--- config.mk ---
export PLATFORM = sky130hd
export DESIGN_NAME = uram_partition_reader_flat
export DESIGN_NICKNAME = d
export VERILOG_FILES = /design/src/rtl/phj_pkg.sv /design/src/rtl/uram_partition_reader_if.sv /design/src/rtl/skid_fifo2.sv /design/src/rtl/uram_partition_reader.sv /design/src/flat_wrapper.sv
export SDC_FILE = /design/constraint.sdc
export NUM_CORES = 1
export LEC_CHECK = 0
export ABC_AREA = 1
export CAP_MARGIN = 10
export CORE_MARGIN = 5
export CORE_UTILIZATION = 40
export DETAILED_ROUTE_END_ITERATION = 10
export GPL_ROUTABILITY_DRIVEN = 0
export HOLD_SLACK_MARGIN = 0.05
export MAX_ROUTING_LAYER = met4
export PLACE_DENSITY = 0.67
export SLEW_MARGIN = 10
export SYNTH_ARGS = -nofsm -noshare
export SYNTH_HDL_FRONTEND = slang
export SYNTH_SLANG_ARGS = --single-unit
--- constraint.sdc ---
create_clock -name clk -period 12.7 [get_ports clk]
set_input_delay 1.27 -clock clk [delete_from_list [all_inputs] [get_ports clk]]
set_output_delay 1.27 -clock clk [all_outputs]
set_load 0.01 [all_outputs]
--- src/rtl/phj_pkg.sv ---
// Shared definitions for the partition-buffer read path.
//   rd_state_t     : reader FSM states (IDLE, READ, DONE)
//   RD_FIFO_DEPTH  : entries in the reader's output FIFO
//   RD_FIFO_CNT_W  : width of an occupancy count for that FIFO (0..depth)
package phj_pkg;

    typedef enum logic [1:0] {
        IDLE = 2'd0,
        READ = 2'd1,
        DONE = 2'd2
    } rd_state_t;

    localparam int RD_FIFO_DEPTH = 2;
    localparam int RD_FIFO_CNT_W = $clog2(RD_FIFO_DEPTH + 1);

endpackage

--- src/rtl/uram_partition_reader_if.sv ---
// Bundle of the reader's command, RAM-read and output-stream signals.
//   start_*   : run command handshake (base address, entry count)
//   ram_*     : read port of the partition RAM (registered read, 1 cycle)
//   out_*     : valid/ready payload stream with end-of-run marker
//   busy/done : run status
// modport master : the reader itself
// modport slave  : the surrounding system (command source, RAM, sink)
interface uram_partition_reader_if #(
    parameter int DATA_WIDTH = 64,
    parameter int ADDR_WIDTH = 3
);
    logic                  start_valid;
    logic                  start_ready;
    logic [ADDR_WIDTH-1:0] start_base;
    logic [ADDR_WIDTH:0]   start_count;
    logic [ADDR_WIDTH-1:0] ram_raddr;
    logic [DATA_WIDTH-1:0] ram_rdata;
    logic                  out_valid;
    logic                  out_ready;
    logic [DATA_WIDTH-1:0] out_data;
    logic                  out_last;
    logic                  busy;
    logic                  done;

    modport master (
        input  start_valid, start_base, start_count, ram_rdata, out_ready,
        output start_ready, ram_raddr, out_valid, out_data, out_last, busy, done
    );

    modport slave (
        output start_valid, start_base, start_count, ram_rdata, out_ready,
        input  start_ready, ram_raddr, out_valid, out_data, out_last, busy, done
    );
endinterface

--- src/rtl/skid_fifo2.sv ---
// Two-entry register FIFO used to soak up the RAM read latency.
//   clk, rst     : clock, asynchronous active-high reset
//   push_i       : write push_data_i this cycle
//   push_data_i  : data to store
//   pop_i        : consume the head this cycle
//   head_o       : current head entry (0 when empty after reset)
//   valid_o      : FIFO not empty
//   cnt_o        : occupancy 0..2
// Push and pop in the same cycle leave the count unchanged.
module skid_fifo2
    import phj_pkg::*;
#(
    parameter int WIDTH = 64
) (
    input  logic                     clk,
    input  logic                     rst,
    input  logic                     push_i,
    input  logic [WIDTH-1:0]         push_data_i,
    input  logic                     pop_i,
    output logic [WIDTH-1:0]         head_o,
    output logic                     valid_o,
    output logic [RD_FIFO_CNT_W-1:0] cnt_o
);

    logic                     wr_ptr_q;
    logic                     rd_ptr_q;
    logic [RD_FIFO_CNT_W-1:0] cnt_q;

    genvar gi;
    generate
        for (gi = 0; gi < RD_FIFO_DEPTH; gi++) begin : g_entry
            logic [WIDTH-1:0] entry_q;
            always_ff @(posedge clk or posedge rst) begin
                if (rst) begin
                    entry_q <= '0;
                end else if (push_i && (wr_ptr_q == 1'(gi))) begin
                    entry_q <= push_data_i;
                end
            end
        end
    endgenerate

    always_ff @(posedge clk or posedge rst) begin
        if (rst) begin
            wr_ptr_q <= 1'b0;
            rd_ptr_q <= 1'b0;
            cnt_q    <= '0;
        end else begin
            if (push_i) wr_ptr_q <= ~wr_ptr_q;
            if (pop_i)  rd_ptr_q <= ~rd_ptr_q;
            case ({push_i, pop_i})
                2'b10:   cnt_q <= cnt_q + RD_FIFO_CNT_W'(1);
                2'b01:   cnt_q <= cnt_q - RD_FIFO_CNT_W'(1);
                default: cnt_q <= cnt_q;
            endcase
        end
    end

    assign head_o  = rd_ptr_q ? g_entry[1].entry_q : g_entry[0].entry_q;
    assign valid_o = (cnt_q != '0);
    assign cnt_o   = cnt_q;

    // A push into a full FIFO without a matching pop would drop data.
    a_no_overflow: assert property (@(posedge clk) disable iff (rst)
        !(push_i && !pop_i && (cnt_q == RD_FIFO_CNT_W'(RD_FIFO_DEPTH))));

endmodule

--- src/rtl/uram_partition_reader.sv ---
// Read-side controller for a URAM partition buffer. A start command
// (base, count) streams `count` consecutive words, wrapping at the end of
// the RAM, onto a valid/ready output with a last marker and a done pulse.
//   clk, rst : clock, asynchronous active-high reset
//   bus      : command, RAM read port, output stream, busy/done (master side)
// Reads are issued only when the 2-entry output FIFO is guaranteed room for
// the returning word, so output backpressure never loses data.
module uram_partition_reader
    import phj_pkg::*;
#(
    parameter int DATA_WIDTH = 64,
    parameter int ADDR_WIDTH = 3
) (
    input  logic                    clk,
    input  logic                    rst,
    uram_partition_reader_if.master bus
);

    localparam int CW = ADDR_WIDTH + 1;
    localparam int UW = RD_FIFO_CNT_W + 1;

    rd_state_t             state_q;
    logic [ADDR_WIDTH-1:0] rd_ptr_q;
    logic [CW-1:0]         issue_left_q;
    logic [CW-1:0]         beats_left_q;
    logic                  pending_q;
    logic                  start_ready_q;
    logic                  busy_q;
    logic                  done_q;

    logic [RD_FIFO_CNT_W-1:0] fifo_cnt;
    logic [DATA_WIDTH-1:0]    fifo_head;
    logic                     fifo_valid;
    logic                     pop;
    logic                     issue;
    logic [UW-1:0]            credit_used;

    assign pop = fifo_valid & bus.out_ready;

    // Slots already spoken for: words in the FIFO plus the one in flight
    // from the RAM. A pop this cycle frees a slot for the new read.
    assign credit_used = UW'(fifo_cnt) + UW'(pending_q);
    assign issue = (state_q == READ) && (issue_left_q != '0) &&
                   ((credit_used - UW'(pop)) < UW'(RD_FIFO_DEPTH));

    skid_fifo2 #(.WIDTH(DATA_WIDTH)) u_fifo (
        .clk         (clk),
        .rst         (rst),
        .push_i      (pending_q),
        .push_data_i (bus.ram_rdata),
        .pop_i       (pop),
        .head_o      (fifo_head),
        .valid_o     (fifo_valid),
        .cnt_o       (fifo_cnt)
    );

    always_ff @(posedge clk or posedge rst) begin
        if (rst) begin
            state_q       <= IDLE;
            rd_ptr_q      <= '0;
            issue_left_q  <= '0;
            beats_left_q  <= '0;
            pending_q     <= 1'b0;
            start_ready_q <= 1'b0;
            busy_q        <= 1'b0;
            done_q        <= 1'b0;
        end else begin
            pending_q <= issue;
            done_q    <= 1'b0;
            if (issue) begin
                rd_ptr_q     <= rd_ptr_q + ADDR_WIDTH'(1);
                issue_left_q <= issue_left_q - CW'(1);
            end
            if (pop) begin
                beats_left_q <= beats_left_q - CW'(1);
            end
            case (state_q)
                IDLE: begin
                    // start_ready comes up one edge after reset release.
                    if (!start_ready_q) begin
                        start_ready_q <= 1'b1;
                    end else if (bus.start_valid) begin
                        rd_ptr_q      <= bus.start_base;
                        issue_left_q  <= bus.start_count;
                        beats_left_q  <= bus.start_count;
                        start_ready_q <= 1'b0;
                        busy_q        <= 1'b1;
                        if (bus.start_count == '0) begin
                            state_q <= DONE;
                            done_q  <= 1'b1;
                        end else begin
                            state_q <= READ;
                        end
                    end
                end
                READ: begin
                    if (pop && (beats_left_q == CW'(1))) begin
                        state_q <= DONE;
                        done_q  <= 1'b1;
                    end
                end
                DONE: begin
                    state_q       <= IDLE;
                    busy_q        <= 1'b0;
                    start_ready_q <= 1'b1;
                end
                default: begin
                    state_q       <= IDLE;
                    busy_q        <= 1'b0;
                    start_ready_q <= 1'b1;
                end
            endcase
        end
    end

    assign bus.ram_raddr   = rd_ptr_q;
    assign bus.start_ready = start_ready_q;
    assign bus.busy        = busy_q;
    assign bus.done        = done_q;
    assign bus.out_valid   = fifo_valid;
    assign bus.out_data    = fifo_head;
    assign bus.out_last    = fifo_valid && (beats_left_q == CW'(1));

    a_no_beat_underflow: assert property (@(posedge clk) disable iff (rst)
        pop |-> (beats_left_q != '0));

endmodule
--- src/flat_wrapper.sv ---
// flat-port wrapper written by rule: the top's interface ports become plain ports
module uram_partition_reader_flat import phj_pkg::*;
#(
    parameter int DATA_WIDTH = 64,
    parameter int ADDR_WIDTH = 3
)
  (clk, rst, bus_start_valid, bus_start_base, bus_start_count, bus_ram_rdata, bus_out_ready, bus_start_ready, bus_ram_raddr, bus_out_valid, bus_out_data, bus_out_last, bus_busy, bus_done);
  uram_partition_reader_if #(.DATA_WIDTH(DATA_WIDTH), .ADDR_WIDTH(ADDR_WIDTH)) bus_i ();
  input  logic clk;
  input  logic rst;
  input wire logic [$bits(bus_i.start_valid)-1:0] bus_start_valid;
  input wire logic [$bits(bus_i.start_base)-1:0] bus_start_base;
  input wire logic [$bits(bus_i.start_count)-1:0] bus_start_count;
  input wire logic [$bits(bus_i.ram_rdata)-1:0] bus_ram_rdata;
  input wire logic [$bits(bus_i.out_ready)-1:0] bus_out_ready;
  output wire logic [$bits(bus_i.start_ready)-1:0] bus_start_ready;
  output wire logic [$bits(bus_i.ram_raddr)-1:0] bus_ram_raddr;
  output wire logic [$bits(bus_i.out_valid)-1:0] bus_out_valid;
  output wire logic [$bits(bus_i.out_data)-1:0] bus_out_data;
  output wire logic [$bits(bus_i.out_last)-1:0] bus_out_last;
  output wire logic [$bits(bus_i.busy)-1:0] bus_busy;
  output wire logic [$bits(bus_i.done)-1:0] bus_done;
  assign bus_i.start_valid = bus_start_valid;
  assign bus_i.start_base = bus_start_base;
  assign bus_i.start_count = bus_start_count;
  assign bus_i.ram_rdata = bus_ram_rdata;
  assign bus_i.out_ready = bus_out_ready;
  assign bus_start_ready = bus_i.start_ready;
  assign bus_ram_raddr = bus_i.ram_raddr;
  assign bus_out_valid = bus_i.out_valid;
  assign bus_out_data = bus_i.out_data;
  assign bus_out_last = bus_i.out_last;
  assign bus_busy = bus_i.busy;
  assign bus_done = bus_i.done;
  uram_partition_reader #(.DATA_WIDTH(DATA_WIDTH), .ADDR_WIDTH(ADDR_WIDTH)) u_core (.clk(clk), .rst(rst), .bus(bus_i));
endmodule
==> flow_metrics.py, run 1 <==
metrics = {
    "outcome": {
        "outcome": "complete, no violations",
    },
    "synth": {
        "synth_cell_types": 34,
        "synth-edff-count": 0,
        "syn_nets": 921,
        "netlist_area_mm2": 0.006935,
        "synthFlopType": "dfrtp_1",
        "synth_cells": 841,
        "synthDominantCellAreaShare_pct": 53.76,
        "ys_warn_count": 0,
        "synth_most_common_cell": "nand2_1",
        "netlist_top_cells_area": "dfrtp_1, nand2_1, o21ai_2",
        "synth_top_cell_by_area": "dfrtp_1",
        "ys_seq_elements": 149,
        "syn_avg_cell_area_um2": 8.247,
        "synthArstFlopShare_pct": 100.0,
        "seq_area_frac_synth_pct": 53.76,
        "synth.cells.most_frequent": "nand2_1, dfrtp_1, inv_1, o21ai_0, o21ai_2",
    },
    "drt": {
        "first_pass_iters": 7,
        "wl_mm": 15.76,
        "vias": 5516,
        "viasPerCell": 4.585,
        "drc": 0,
        "drt_iter0_markers": 326,
        "post_drt_wl_per_cell_um": 13.10,
        "ant_nets": 0,
    },
    "grt": {
        "grt_use_total_pct": 16.74,
        "grt_max_degree": 101,
        "grt_pass1_vias": 5254,
        "grt-ovfl-total": 0,
        "antenna_found_initial": 0,
        "grt_pass1_wl_mm": 26.42,
    },
    "critical_path": {
        "crit_family": "buffers and inverters",
        "path_common_cell": "nand2_1",
        "path_max_fanout": 34,
        "endpoint_kind": "output pin",
        "cp.arrival_ps": 2550,
        "crit_buf_inv": 3,
        "path_cells": "inv_2 -> buf_4 -> nand2_1 -> nand2_1 -> clkdlybuf4s50_1",
        "path_class": "flip-flop to output pin",
        "cpPeakStageDelay_ps": 560,
        "cp-start-kind": "flip-flop",
        "worst_ep_required_time_ps": 11430,
        "crit_slowest_cell": "clkdlybuf4s50_1",
    },
    "floorplanning": {
        "fp-row-count": 48,
        "floorplan.initialDensity_pct": 40.38,
        "dieArea_mm2": 0.02007,
        "core_area_mm2": 0.01718,
        "io_pins": 147,
        "die_w_um": 141.7,
        "dieHeight_um": 141.7,
    },
    "cts": {
        "h-tree-depth": 4,
        "clk_pin_slew_ps": 60,
        "cts_tree": "built",
        "clk_path_buf_depth": 2,
        "cts_made_buffers": 17,
        "cts-root-buf": "clkbuf_16",
        "post_cts_resized": 0,
        "hold_buffers": 0,
        "cts.sinks": 149,
        "clk_latency_ps": 410,
        "post_cts_buffers": 0,
    },
    "timing": {
        "fin_crit_sh_pct": 30.09,
        "rsz0062_at_grt": "no",
        "final-setup-viol-count": 0,
        "final_max_slew_viol_count": 0,
        "hold_violations": 0,
        "finClkSkew_ps": 9.893,
        "min_period_ps": 3822,
        "relSlewSlack_pct": 34.64,
        "tightest_slew_ps": 980.4,
        "fmax_ghz": 0.2616,
        "tns_ps": 0,
    },
    "finish": {
        "drive_gt1_share_pct": 10.02,
        "antenna_cells": 0,
        "num-fill-cells": 1708,
        "area_growth_pct": 30.90,
        "nNetsFinal": 1047,
    },
    "pwr": {
        "finalPower_uw": 2495,
        "power.leakage_uw": 0.004636,
        "power_density_mw_per_mm2": 274.8,
        "ir_worst_vdd_mv": 0.1114,
    },
    "place": {
        "dp.final_hpwl_mm": 10.07,
        "port_buffers": 146,
    },
    "run": {
        "maxCapViolations": 0,
    },
    "hold_path": {
        "hold_path.class": "flip-flop to flip-flop",
    },
}
-- cells by family after synthesis --
group           share of synthesized area [%]
buf+inv                                 9.147
xor+xnor                               0.3789
fa+ha+maj                               1.010
flops                                   53.76
simple gates                            22.39
compound gates                          13.31
-- cell usage in the layout (no fill, tap or decap), types with 4 or more instances in the layout --
cell	Yosys	final
clkdlybuf4s50_1	0	146
nor2_1	18	18
a21oi_1	5	5
buf_4	1	5
dfrtp_1	149	148
o21ai_0	69	69
o21ai_2	50	50
nand2_1	361	360
o21ai_1	16	16
bufinv_16	0	4
ha_1	4	4
inv_1	93	91
inv_6	0	4
nand3_1	8	8
clkbuf_16	0	17
-- metal layers --
layer	vias up	wire length [um]	global-route usage, %
met2	114	7538	25.64
met4	0	156	4.697
met5	-	0	-
li1	2838	-	-
met3	8	604	3.674
met1	2556	7455	22.61
-- registers in the layout, indices dropped and copies added, names as in the netlist --
name	flops
u_core.u_fifo.rd_ptr_q	1
u_core.bus.done	1
u_core.beats_left_q	4
u_core.state_q	2
u_core.bus.ram_raddr	3
u_core.u_fifo.wr_ptr_q	1
u_core.u_fifo.g_entry.entry_q	128
u_core.bus.busy	1
u_core.bus.start_ready	1
u_core.pending_q	1
u_core.issue_left_q	4
u_core.u_fifo.cnt_o	2
-- tightest hold or removal path, delay by kind of cell, from the launching register on --
kind	cells	cell delay (ps)
and+or+nand+nor	2	100
DFF	1	340
-- stage by stage --
stage          std cells  hold WS (ps)  util (%)  instance area (um2)  setup WS (ps)
2_1_floorplan        841         452.9         -                 6935           7422
3_3_place_gp        1173         465.1     49.21                 8452           8962
3_5_place_dp        1173         468.1     49.21                 8452           8928
4_1_cts             1203         483.0     52.86                 9079           8804
5_1_grt             1203         497.7     52.86                 9079           8692
6_report            1203         478.8     52.86                 9079           8878
-- cell type report --
class	count	area, um2	share of cell area, %
Sequential cell	149	3730	41.08
Multi-Input combinational cell	553	2580	28.42
Timing Repair Buffer	151	1499	16.51
Clock buffer	19	452.9	4.989
Inverter	95	361.6	3.983
Tap cell	225	281.5	3.101
Clock inverter	11	173.9	1.916
-- power breakdown --
group	internal (uW)	switching [uW]
combinational	539	576
clock	339	197
sequential	715	129
-- path summary, 6_finish.rpt --
path	startpoint	depth (start not counted)	to	slack, ps
worst min-delay path	u_core.bus.busy	2	u_core.bus.busy	480
worst max register to register	u_core.u_fifo.cnt_o[1]	12	u_core.bus.ram_raddr[0]	10070
worst min register to register	u_core.bus.busy	2	u_core.bus.busy	480
min in group asynchronous	rst	2	u_core.u_fifo.g_entry[1].entry_q[42]	1340
worst max-delay path	u_core.u_fifo.rd_ptr_q	5	bus_out_data[60]	8880
max in group asynchronous	rst	3	u_core.u_fifo.g_entry[1].entry_q[15]	9930
(Power assumes the default switching activity.)
==> run 2: changes to the inputs <==
- PLACE_DENSITY: 0.67 -> 0.7
- clock period: 12.7 -> 3.4 ns (I/O delays scaled with it)
==> run 2 against run 1 <==
Critical path type is now flip-flop to flip-flop. Register-to-register slack got worse by 9300 ps. Worst setup slack worse by 8100 ps. Via count shrank 0.54%. Total power rose to 3.8 times the previous value. Hold slack worse by 86 ps. Critical endpoint is now u_core.bus.ram_raddr[0]. Critical path depth increased by 7. Die area unchanged. First-iteration DRC count is 9.2% lower.
==> flow_metrics.py, run 2 (synthesized netlist as in run 1, its figures left out) <==
metrics = {
    "critical_path": {
        "cp-start-kind": "flip-flop",
        "cpPeakStageDelay_ps": 490,
        "r2r-start": "u_core.u_fifo.cnt_o[1]",
        "crit_buf_inv": 2,
        "cp.arrival_ps": 2970,
        "path_class": "flip-flop to flip-flop",
        "crit_family": "simple AND/OR/NAND/NOR gates",
        "reg2regPathDepth": 12,
        "path_max_fanout": 12,
        "crit_slowest_cell": "fa_1",
        "r2r_end": "u_core.bus.ram_raddr[0]",
        "worst_ep_required_time_ps": 3740,
        "cp.depth": 12,
        "endpoint_kind": "flip-flop",
        "path_cells": "inv_1 -> nand2_2 -> nand2_4 -> nor2_2 -> or2_1 -> nand2_1 -> fa_1 -> inv_1 -> nor2_2 -> nand3_1 -> or2_0 -> a21oi_1",
        "r2r_setup_slack_ps": 760,
    },
    "timing": {
        "hold_violations": 0,
        "tns_ps": 0,
        "fmax_ghz": 0.3794,
        "rsz0062_at_grt": "no",
        "min_period_ps": 2636,
        "relSlewSlack_pct": 46.42,
        "final_max_slew_viol_count": 0,
        "fin_crit_sh_pct": 77.52,
        "tightest_slew_ps": 803.6,
        "finClkSkew_ps": 4.391,
        "final-setup-viol-count": 0,
    },
    "cts": {
        "cts_made_buffers": 17,
        "cts-root-buf": "clkbuf_16",
        "cts_tree": "built",
        "post_cts_buffers": 0,
        "hold_buffers": 0,
        "clk_pin_slew_ps": 60,
        "cts.sinks": 149,
        "h-tree-depth": 4,
        "post_cts_resized": 0,
        "clk_latency_ps": 410,
        "clk_path_buf_depth": 2,
    },
    "pwr": {
        "power_density_mw_per_mm2": 1026,
        "ir_worst_vdd_mv": 0.3587,
        "power.leakage_uw": 0.004691,
    },
    "grt": {
        "grt_pass1_vias": 5272,
        "grt_use_total_pct": 16.26,
        "grt_max_degree": 85,
        "grt_pass1_wl_mm": 25.64,
        "grt-ovfl-total": 0,
        "antenna_found_initial": 0,
    },
    "floorplanning": {
        "dieArea_mm2": 0.02007,
        "floorplan.initialDensity_pct": 40.38,
        "dieHeight_um": 141.7,
        "io_pins": 147,
        "core_area_mm2": 0.01718,
        "die_w_um": 141.7,
        "fp-row-count": 48,
    },
    "finish": {
        "largest_reg_flops": 128,
        "fin_util_pct": 53.45,
        "nNetsFinal": 1050,
        "mostFrequentLayoutCells": "nand2_1, dfrtp_1, clkdlybuf4s50_1, inv_1, o21ai_0",
        "regMostFlops": "u_core.u_fifo.g_entry.entry_q",
        "layout_commonest_cell": "nand2_1",
        "reg_top3": "u_core.u_fifo.g_entry.entry_q x128, u_core.beats_left_q x4, u_core.issue_left_q x4",
        "area_growth_pct": 32.37,
        "drive_gt1_share_pct": 10.18,
        "antenna_cells": 0,
    },
    "drt": {
        "wl_mm": 15.27,
        "ant_nets": 0,
        "vias": 5486,
        "first_pass_iters": 4,
        "drt_iter0_markers": 296,
        "drc": 0,
        "post_drt_wl_per_cell_um": 12.65,
        "viasPerCell": 4.545,
    },
    "run": {
        "maxCapViolations": 0,
    },
    "place": {
        "port_buffers": 146,
        "dp.final_hpwl_mm": 10.12,
    },
    "outcome": {
        "outcome": "complete, no violations",
    },
    "hold_path": {
        "hold_path.class": "input port to async pin",
    },
}
[run 2: changes by cell type in the layout (fill, tap and decap cells not counted)]
cell | previous run | this run
clkinv_2 | 1 | 2
inv_6 | 4 | 1
buf_4 | 5 | 4
buf_12 | 0 | 4
clkinvlp_4 | 3 | 1
clkbuf_1 | 0 | 2
bufinv_16 | 4 | 5
clkbuf_8 | 2 | 4
[run 2: power breakdown]
part           switching [uW]  internal [uW]
clock network             703           1380
registers                 482           2670
logic                    2140           2040
[run 2: worst max-delay path by stage]
stage                                start                 endpoint  slack (ps)
CTS                 u_core.u_fifo.rd_ptr_q          bus_out_data[2]         760
finish              u_core.u_fifo.cnt_o[1]  u_core.bus.ram_raddr[0]         760
global route        u_core.u_fifo.cnt_o[1]   u_core.issue_left_q[3]         480
detailed placement           bus_out_ready  u_core.bus.ram_raddr[0]         530
global placement             bus_out_ready  u_core.bus.ram_raddr[0]         600
floorplan           u_core.u_fifo.cnt_o[1]   u_core.issue_left_q[0]        1130
[run 2: cell type report]
type                    count  area (um2)
clock buffers              23       488.0
fillers                  1638        7996
inverters                  95       360.3
well taps                 225       281.5
clock inverters             8       168.9
flip-flops and latches    149        3730
repair buffers            154        1572
multi-input cells         553        2580
[run 2: through the flow]
stage	cell area [um2]	power [uW]	instances	hold slack (ps)	worst slack, ps
CTS	9180	9553	1207	393.0	761.5
finish	9180	9420	1207	393.3	764.5
detailed placement	8523	7424	1176	467.0	525.9
global route	9180	10180	1207	429.9	480.7
global placement	8523	7331	1176	464.4	603.1
floorplan	6939	5549	841	452.9	1132
[run 2: metal layers]
metal	routed length (um)	vias up	global-route usage, %
met4	272	0	6.010
li1	-	2845	-
met2	7182	111	24.86
met3	643	20	3.134
met5	0	-	-
met1	7171	2510	21.67
